**src/rtl/alu_issue_ctrl.sv**
```systemverilog
// alu_issue_ctrl: execute-stage sequencer between decode and a clocked ALU.
// Accepts one op per handshake and drives the ALU operands, control and run.
// Captures the ALU result into a 2-entry writeback FIFO and keeps the NZCV register.
// Ports:
//   clk, rst (async, active-low)
//   in_valid/in_ready/in_op/in_a/in_b/in_dest/in_setf : op from decode
//   alu_din1/alu_din2/alu_control/alu_run              : registered ALU drive
//   alu_dout/alu_zf/alu_vf/alu_cf/alu_nf               : ALU result and flags
//   out_valid/out_ready/out_data/out_dest              : writeback FIFO head
//   flags_nzcv                                         : status register {N,Z,C,V}
module alu_issue_ctrl #(
    parameter int DEST_W = 4
) (
    input  logic              clk,
    input  logic              rst,
    input  logic              in_valid,
    output logic              in_ready,
    input  logic [2:0]        in_op,
    input  logic [31:0]       in_a,
    input  logic [31:0]       in_b,
    input  logic [DEST_W-1:0] in_dest,
    input  logic              in_setf,
    output logic [31:0]       alu_din1,
    output logic [31:0]       alu_din2,
    output logic [2:0]        alu_control,
    output logic              alu_run,
    input  logic [31:0]       alu_dout,
    input  logic              alu_zf,
    input  logic              alu_vf,
    input  logic              alu_cf,
    input  logic              alu_nf,
    output logic              out_valid,
    input  logic              out_ready,
    output logic [31:0]       out_data,
    output logic [DEST_W-1:0] out_dest,
    output logic [3:0]        flags_nzcv
);
    typedef enum logic [1:0] {IDLE, EXEC, SHIFT_WAIT} state_t;

    state_t            r_state;
    logic              r_live;
    logic              r_run;
    logic [31:0]       r_din1;
    logic [31:0]       r_din2;
    logic [2:0]        r_ctrl;
    logic [DEST_W-1:0] r_dest;
    logic              r_setf;
    logic [3:0]        r_nzcv;
    logic [1:0]        r_count;
    logic [31:0]       r_data [2];
    logic [DEST_W-1:0] r_dst  [2];

    logic w_accept;
    logic w_cap;
    logic w_pop;
    logic w_widx;

    // r_live holds in_ready low until the first edge after reset release
    assign in_ready    = r_live && r_state == IDLE && r_count != 2'd2;
    assign w_accept    = in_valid && in_ready;
    assign w_cap       = (r_state == EXEC && !(r_ctrl[2] && r_ctrl[1])) || r_state == SHIFT_WAIT;
    assign w_pop       = out_valid && out_ready;
    // slot for the captured entry is count - pop, which only ever lands in 0 or 1
    assign w_widx      = r_count[0] ^ w_pop;
    assign out_valid   = r_count != 2'd0;
    assign out_data    = r_data[0];
    assign out_dest    = r_dst[0];
    assign alu_din1    = r_din1;
    assign alu_din2    = r_din2;
    assign alu_control = r_ctrl;
    assign alu_run     = r_run;
    assign flags_nzcv  = r_nzcv;

    always_ff @(posedge clk or negedge rst) begin
        if (!rst) begin
            r_state  <= IDLE;
            r_live   <= 1'b0;
            r_run    <= 1'b1;
            r_din1   <= '0;
            r_din2   <= '0;
            r_ctrl   <= '0;
            r_dest   <= '0;
            r_setf   <= 1'b0;
            r_nzcv   <= '0;
            r_count  <= '0;
            r_data[0] <= '0;
            r_data[1] <= '0;
            r_dst[0]  <= '0;
            r_dst[1]  <= '0;
        end else begin
            r_live <= 1'b1;
            case (r_state)
                IDLE: begin
                    // NOP is consumed here so the ALU never runs with control 000
                    if (w_accept && in_op != 3'b000) begin
                        r_din1  <= in_a;
                        r_din2  <= in_b;
                        r_ctrl  <= in_op;
                        r_dest  <= in_dest;
                        r_setf  <= in_setf;
                        r_run   <= 1'b0;
                        r_state <= EXEC;
                    end
                end
                EXEC: begin
                    if (r_ctrl[2] && r_ctrl[1]) begin
                        r_state <= SHIFT_WAIT;
                    end else begin
                        r_state <= IDLE;
                        r_run   <= 1'b1;
                    end
                end
                SHIFT_WAIT: begin
                    r_state <= IDLE;
                    r_run   <= 1'b1;
                end
                default: r_state <= IDLE;
            endcase
            if (w_cap && r_setf)
                r_nzcv <= {alu_nf, alu_zf, alu_cf, alu_vf};
            if (w_pop) begin
                r_data[0] <= r_data[1];
                r_dst[0]  <= r_dst[1];
            end
            if (w_cap) begin
                r_data[w_widx] <= alu_dout;
                r_dst[w_widx]  <= r_dest;
            end
            r_count <= r_count + 2'(w_cap) - 2'(w_pop);
        end
    end
endmodule

```
**config.mk**
```make
export PLATFORM = sky130hd
export DESIGN_NAME = alu_issue_ctrl
export DESIGN_NICKNAME = d
export VERILOG_FILES = /design/src/rtl/alu_issue_ctrl.sv
export SDC_FILE = /design/constraint.sdc
export NUM_CORES = 1
export LEC_CHECK = 0
export BUFFER_PORTS_ARGS = -buffer_cell sky130_fd_sc_hd__buf_2
export CORE_MARGIN = 4
export CORE_UTILIZATION = 51
export DETAILED_ROUTE_END_ITERATION = 16
export PLACE_DENSITY = 0.89
export SETUP_SLACK_MARGIN = 0.1
export SYNTH_ARGS = -nofsm -noshare
export SYNTH_HDL_FRONTEND = slang
export SYNTH_SLANG_ARGS = --single-unit
```
**constraint.sdc**
```tcl
create_clock -name clk -period 2.6 [get_ports clk]
set_input_delay 0.13 -clock clk [delete_from_list [all_inputs] [get_ports clk]]
set_output_delay 0.13 -clock clk [all_outputs]
set_load 0.1 [all_outputs]
```
Word level (Yosys, flattened, before mapping)
Cells that the tools add are included.

Word-level logic and storage cells: 58. Register bits: 154. Bits of input ports: 112. Memories: 0. Memory bits (writable): 0. Output and inout port bits: 110. Latch bits: 0. ROM bits: 0.

Shift operators: 0. Div/mod/pow operators: 0. Mux-type cells: 16. Reduce and logical (&&, ||, !) cells: 17. $add $sub $neg: 2. Order comparisons: 2. Eq/ne operators: 5. Bitwise operators: 2. Multipliers: 0.

Operator list (number): bitwise mux 64 bit (1); 2-to-1 mux 32 bit (2); 2-to-1 mux 64 bit (1); demux 32 bit (select 1 bit) (1); logical AND 1 bit (9); bitwise mux 8 bit (1); 2-to-1 mux 4 bit (2); 2-to-1 mux 8 bit (1); nonzero test 3 bit (2); demux 4 bit (select 1 bit) (1); 2-to-1 mux 2 bit (2); != test 2 bit (second input constant) (2); one-hot mux 2 bit (2 select lines) (1); one-hot mux 1 bit (3 select lines) (1); AND reduction 3 bit (1); adder 2 x 1 -> 2 bit (1); equality test 2 x 1 -> 1 bit (second input constant) (1); equality test 2 bit (second input constant) (1); greater-or-equal comparator 2 bit (second input constant) (1); zero test 2 bit (1); less-than comparator 2 x 1 -> 1 bit (second input constant) (1); 2-to-1 mux 1 bit (2); != test 2 x 1 -> 1 bit (second input constant) (1); NOT 1 -> 2 bit (1); other kinds (6) (6).

Depth between registers and ports, before layout
Depth in word-level cells: 10. Depth in mapped cells: 9. Mapped depth without buffers: 9.

Worst setup path after synthesis
OpenSTA, ideal clock, no wires.

Path kind: register to register. Start point: register r_ctrl[2] (netlist: alu_control[2]). End point: register r_data (netlist bit out_data[0]). Arrival time: 2.058 ns. Path slack: 0.418 ns. Path buffers: 1. Cell stages (with the launch flop): 5. Data required time: 2.475 ns. Library setup time: 0.125 ns. Cell sequence: dfrtp_1 a21boi_2 o211ai_2 buf_4 mux2_2.

Word-level cells in the longest chain between the ends: 5.

Ends and longest elaborated chain: start: declaration (RTL line 45) `logic [2:0] r_ctrl;`; start signal: assignment (RTL line 98) `r_ctrl <= in_op;`; logical AND 1 bit (RTL line 61) `assign w_cap = (r_state == EXEC && !(r_ctrl[2] && r_ctrl[1])) || r_state == SHIFT_WAIT;`; zero test 1 bit (RTL line 61); logical AND 1 bit (RTL line 61); logical OR 1 bit (RTL line 61); 2-to-1 mux 64 bit (RTL line 125) `if (w_cap) begin`; end signal: indexed assignment (RTL line 126) `r_data[w_widx] <= alu_dout;`; end: declaration (RTL line 50) `logic [31:0] r_data [2];`.

No other way between the ends. A chain may end at the register's enable or synchronous reset.

Final worst setup path
Start point: register r_state[0]. End point: register r_din1[15] (netlist: alu_din1[15]).

Word-level cells in the longest chain between the ends: 6.

Ends and longest elaborated chain: start: declaration (RTL line 40) `state_t r_state;`; start signal: assignment (RTL line 76) `r_state <= IDLE;`; start signal: assignment (RTL line 102) `r_state <= EXEC;`; start signal: assignment (RTL line 107) `r_state <= SHIFT_WAIT;`; zero test 2 bit * (RTL line 59, 92); logical AND 1 bit (2 in series) (RTL line 59) `assign in_ready = r_live && r_state == IDLE && r_count != 2'd2;`; logical AND 1 bit (RTL line 60) `assign w_accept = in_valid && in_ready;`; logical AND 1 bit (RTL line 95) `if (w_accept && in_op != 3'b000) begin`; AND reduction 2 bit (no line) *; end signal: assignment (RTL line 96) `r_din1 <= in_a;`; end: declaration (RTL line 43) `logic [31:0] r_din1;`.

Every way passes the cells marked *; elsewhere a longest branch is shown, timed or not.

==> flow_summary.ini <==
[synthesis]
netlist_area_mm2 = 0.00688
synth_flop_cell = dfrtp_1
synth_edf_count = 0
synth_cells = 429
postSynthAreaPerCell_um2 = 16.0
synth_top_cell_area_share_pct = 55.6
yosys_warnings = 0
yosysSeqAreaShare_pct = 56.0
synth_area_leaders = dfrtp_1 56%, mux2_2 25%, mux2_4 6.5%
ys_types = 31
synth_nets = 548
yosys.area.top_type = dfrtp_1
synth-seq-cells = 154
synthArstFlopShare_pct = 100

[cts]
cts_tree = done
path_clk_slew_ns = 0.06
worstSkewPairLatency_ns = 0.41
cts_max_path_buffers = 2
cts.sinks = 154
numCtsBuffers = 17
cts_root_buf = clkbuf_16
cts_max_level = 4

[route]
final_antenna_net_count = 0
vias = 4603
drtIter0Drc = 192
drc = 0
avgViaCountPerCell = 5.00
wl_um = 17300
wl_per_cell_um = 18.8
drt_pass1_iterations = 4

[global_routing]
grt_pass1_wl_um = 26500
grt_pass1_vias = 5115
use_met2_pct = 42.1
grt_antenna_before_repair = 1
met3_usage_pct = 5.09
top_usage_layer = met2
globalRouteTotalUtil_pct = 22.8
grt_max_degree = 63
grt_overflow = 0
met1_usage_pct = 24.3

[setup_path]
end_kind = register
critPathKind = reg2reg
required_ns = 2.89
r2r-start = r_state[0]
rrSetupSlack_ns = 0.51
cp-endpoint = alu_din1[15]
cp.arrival_ns = 2.38
worst_r2r_endpoint = alu_din1[15]
worstRegToRegCells = 6
cp-start-kind = register
startpoint = r_state[0]
crit_fanout = 62

[timing]
final_hold_viol_count = 0
setup_viol = 0
rsz0062_at_grt = false
tns_ns = 0
fin_worst_skew_ns = 0.00622
maxClockFrequency_mhz = 479
finalCritPeriodShare_pct = 80.3
tightest_slew_ns = 0.708
maxSlewViolCount = 0
max-slew-margin-rel_pct = 52.3
fin_crit_ns = 2.09

[run_status]
outcome = finished clean

[floorplan]
die_y_um = 124
rows = 42
core_region_area_mm2 = 0.0132
dieArea_mm2 = 0.0154
start_util_pct = 52.0
die_x_um = 124
ios = 222

[placement]
dp_hpwl_um = 10600
placed_area_mm2 = 0.00784
place_congestion = 0.742
io_buffers = 221

[layout]
final_cell_area_mm2 = 0.00956
final_util_pct = 72.2
syn2layout_area_growth_pct = 38.9
drive_gt1_share_pct = 60.7
nNetsFinal = 851
fillers = 842

[min_path]
hold_path.class = in2reg

[job]
cap_violations = 0
==> critical path, stage by stage (launching register included) <==
cell and delay (ns):
dfrtp_1 0.41, inv_1 0.12, ha_1 0.20, nand2_1 0.11, nor4b_4 0.35, buf_12 0.33
mux2_2 0.39
==> how the worst min path moves through the flow <==
stage,startpoint,to,slack (ns),cells past startpoint
final,in_valid,alu_run,0.16,4
after global routing,in_valid,alu_run,0.18,4
after CTS,in_valid,alu_run,0.13,4
after detailed placement,rst,alu_din1[10],0.13,1
after global placement,rst,alu_din1[22],0.12,1
after floorplan,rst,async pin,-0.17,0
==> synth_stat cells, drive strengths merged (2+ instances only) <==
| master | count |
|---|---|
| mux2 | 186 |
| dfrtp | 153 |
| buf | 53 |
| ha | 7 |
| inv | 4 |
| o21ai | 3 |
| nand2 | 2 |
| nor2 | 2 |
| o211ai | 2 |
| xnor2 | 2 |
==> repair_timing <==
item	CTS	global route
gates resized for setup	0	0
hold buffers	109	0
setup buffers	0	0
endpoints found under the hold margin	195	0
==> layer usage <==
metal  up-vias  share of wire [%]
met2       155                 56
met1      2295                 36
met3        56                4.2
li1       2097                  -
met5         -                  0
met4         0                3.6
==> layout by cell type, fill, tap and decap left out, drive strengths merged, types with 2 or more instances in the layout <==
cell / synthesis / layout
xnor2: 2 / 2
dfrtp: 153 / 153
dlygate4sd3: 0 / 109
clkbuf: 1 / 21
nor2: 2 / 2
o211ai: 2 / 2
bufinv: 0 / 5
mux2: 186 / 186
clkinv: 0 / 4
buf: 53 / 229
inv: 4 / 4
ha: 7 / 7
nand2: 2 / 2
o21ai: 3 / 3
==> final cells by class <==
| type | count | area, um2 | share of cell area (%) |
|---|---|---|---|
| diodes | 1 | 2.50 | 0.0262 |
| clock buffers | 21 | 460 | 4.82 |
| clock inverters | 9 | 170 | 1.78 |
| inverters | 4 | 15.0 | 0.157 |
| multi-input cells | 217 | 2510 | 26.3 |
| flip-flops and latches | 154 | 3850 | 40.3 |
| well taps | 176 | 220 | 2.30 |
| repair buffers | 338 | 2330 | 24.3 |
==> metrics by stage <==
stage               std cells  worst slack [ns]  hold WS [ns]
floorplan                 429             0.418        -0.166
global placement          780             0.638         0.116
detailed placement        780             0.529         0.127
CTS                       919             0.522         0.133
global route              920             0.387         0.183
finish                    920             0.511         0.163
==> cell families (layout without fill, tap and decap cells) <==
family	after synthesis	in the layout	synth area share [%]
muxes	186	186	32.1
DFF	154	154	56.0
xor gates and xnor gates	2	2	0.255
other	1	2	0.0545
buffers and inverters	58	372	7.85
and+or+nand+nor	12	12	1.22
adders and majority gates	7	7	1.27
AOI/OAI and AO/OA	9	9	1.27
Power is not shown: default switching activity piles up to over one toggle a cycle in this logic, so the estimate is an artifact.
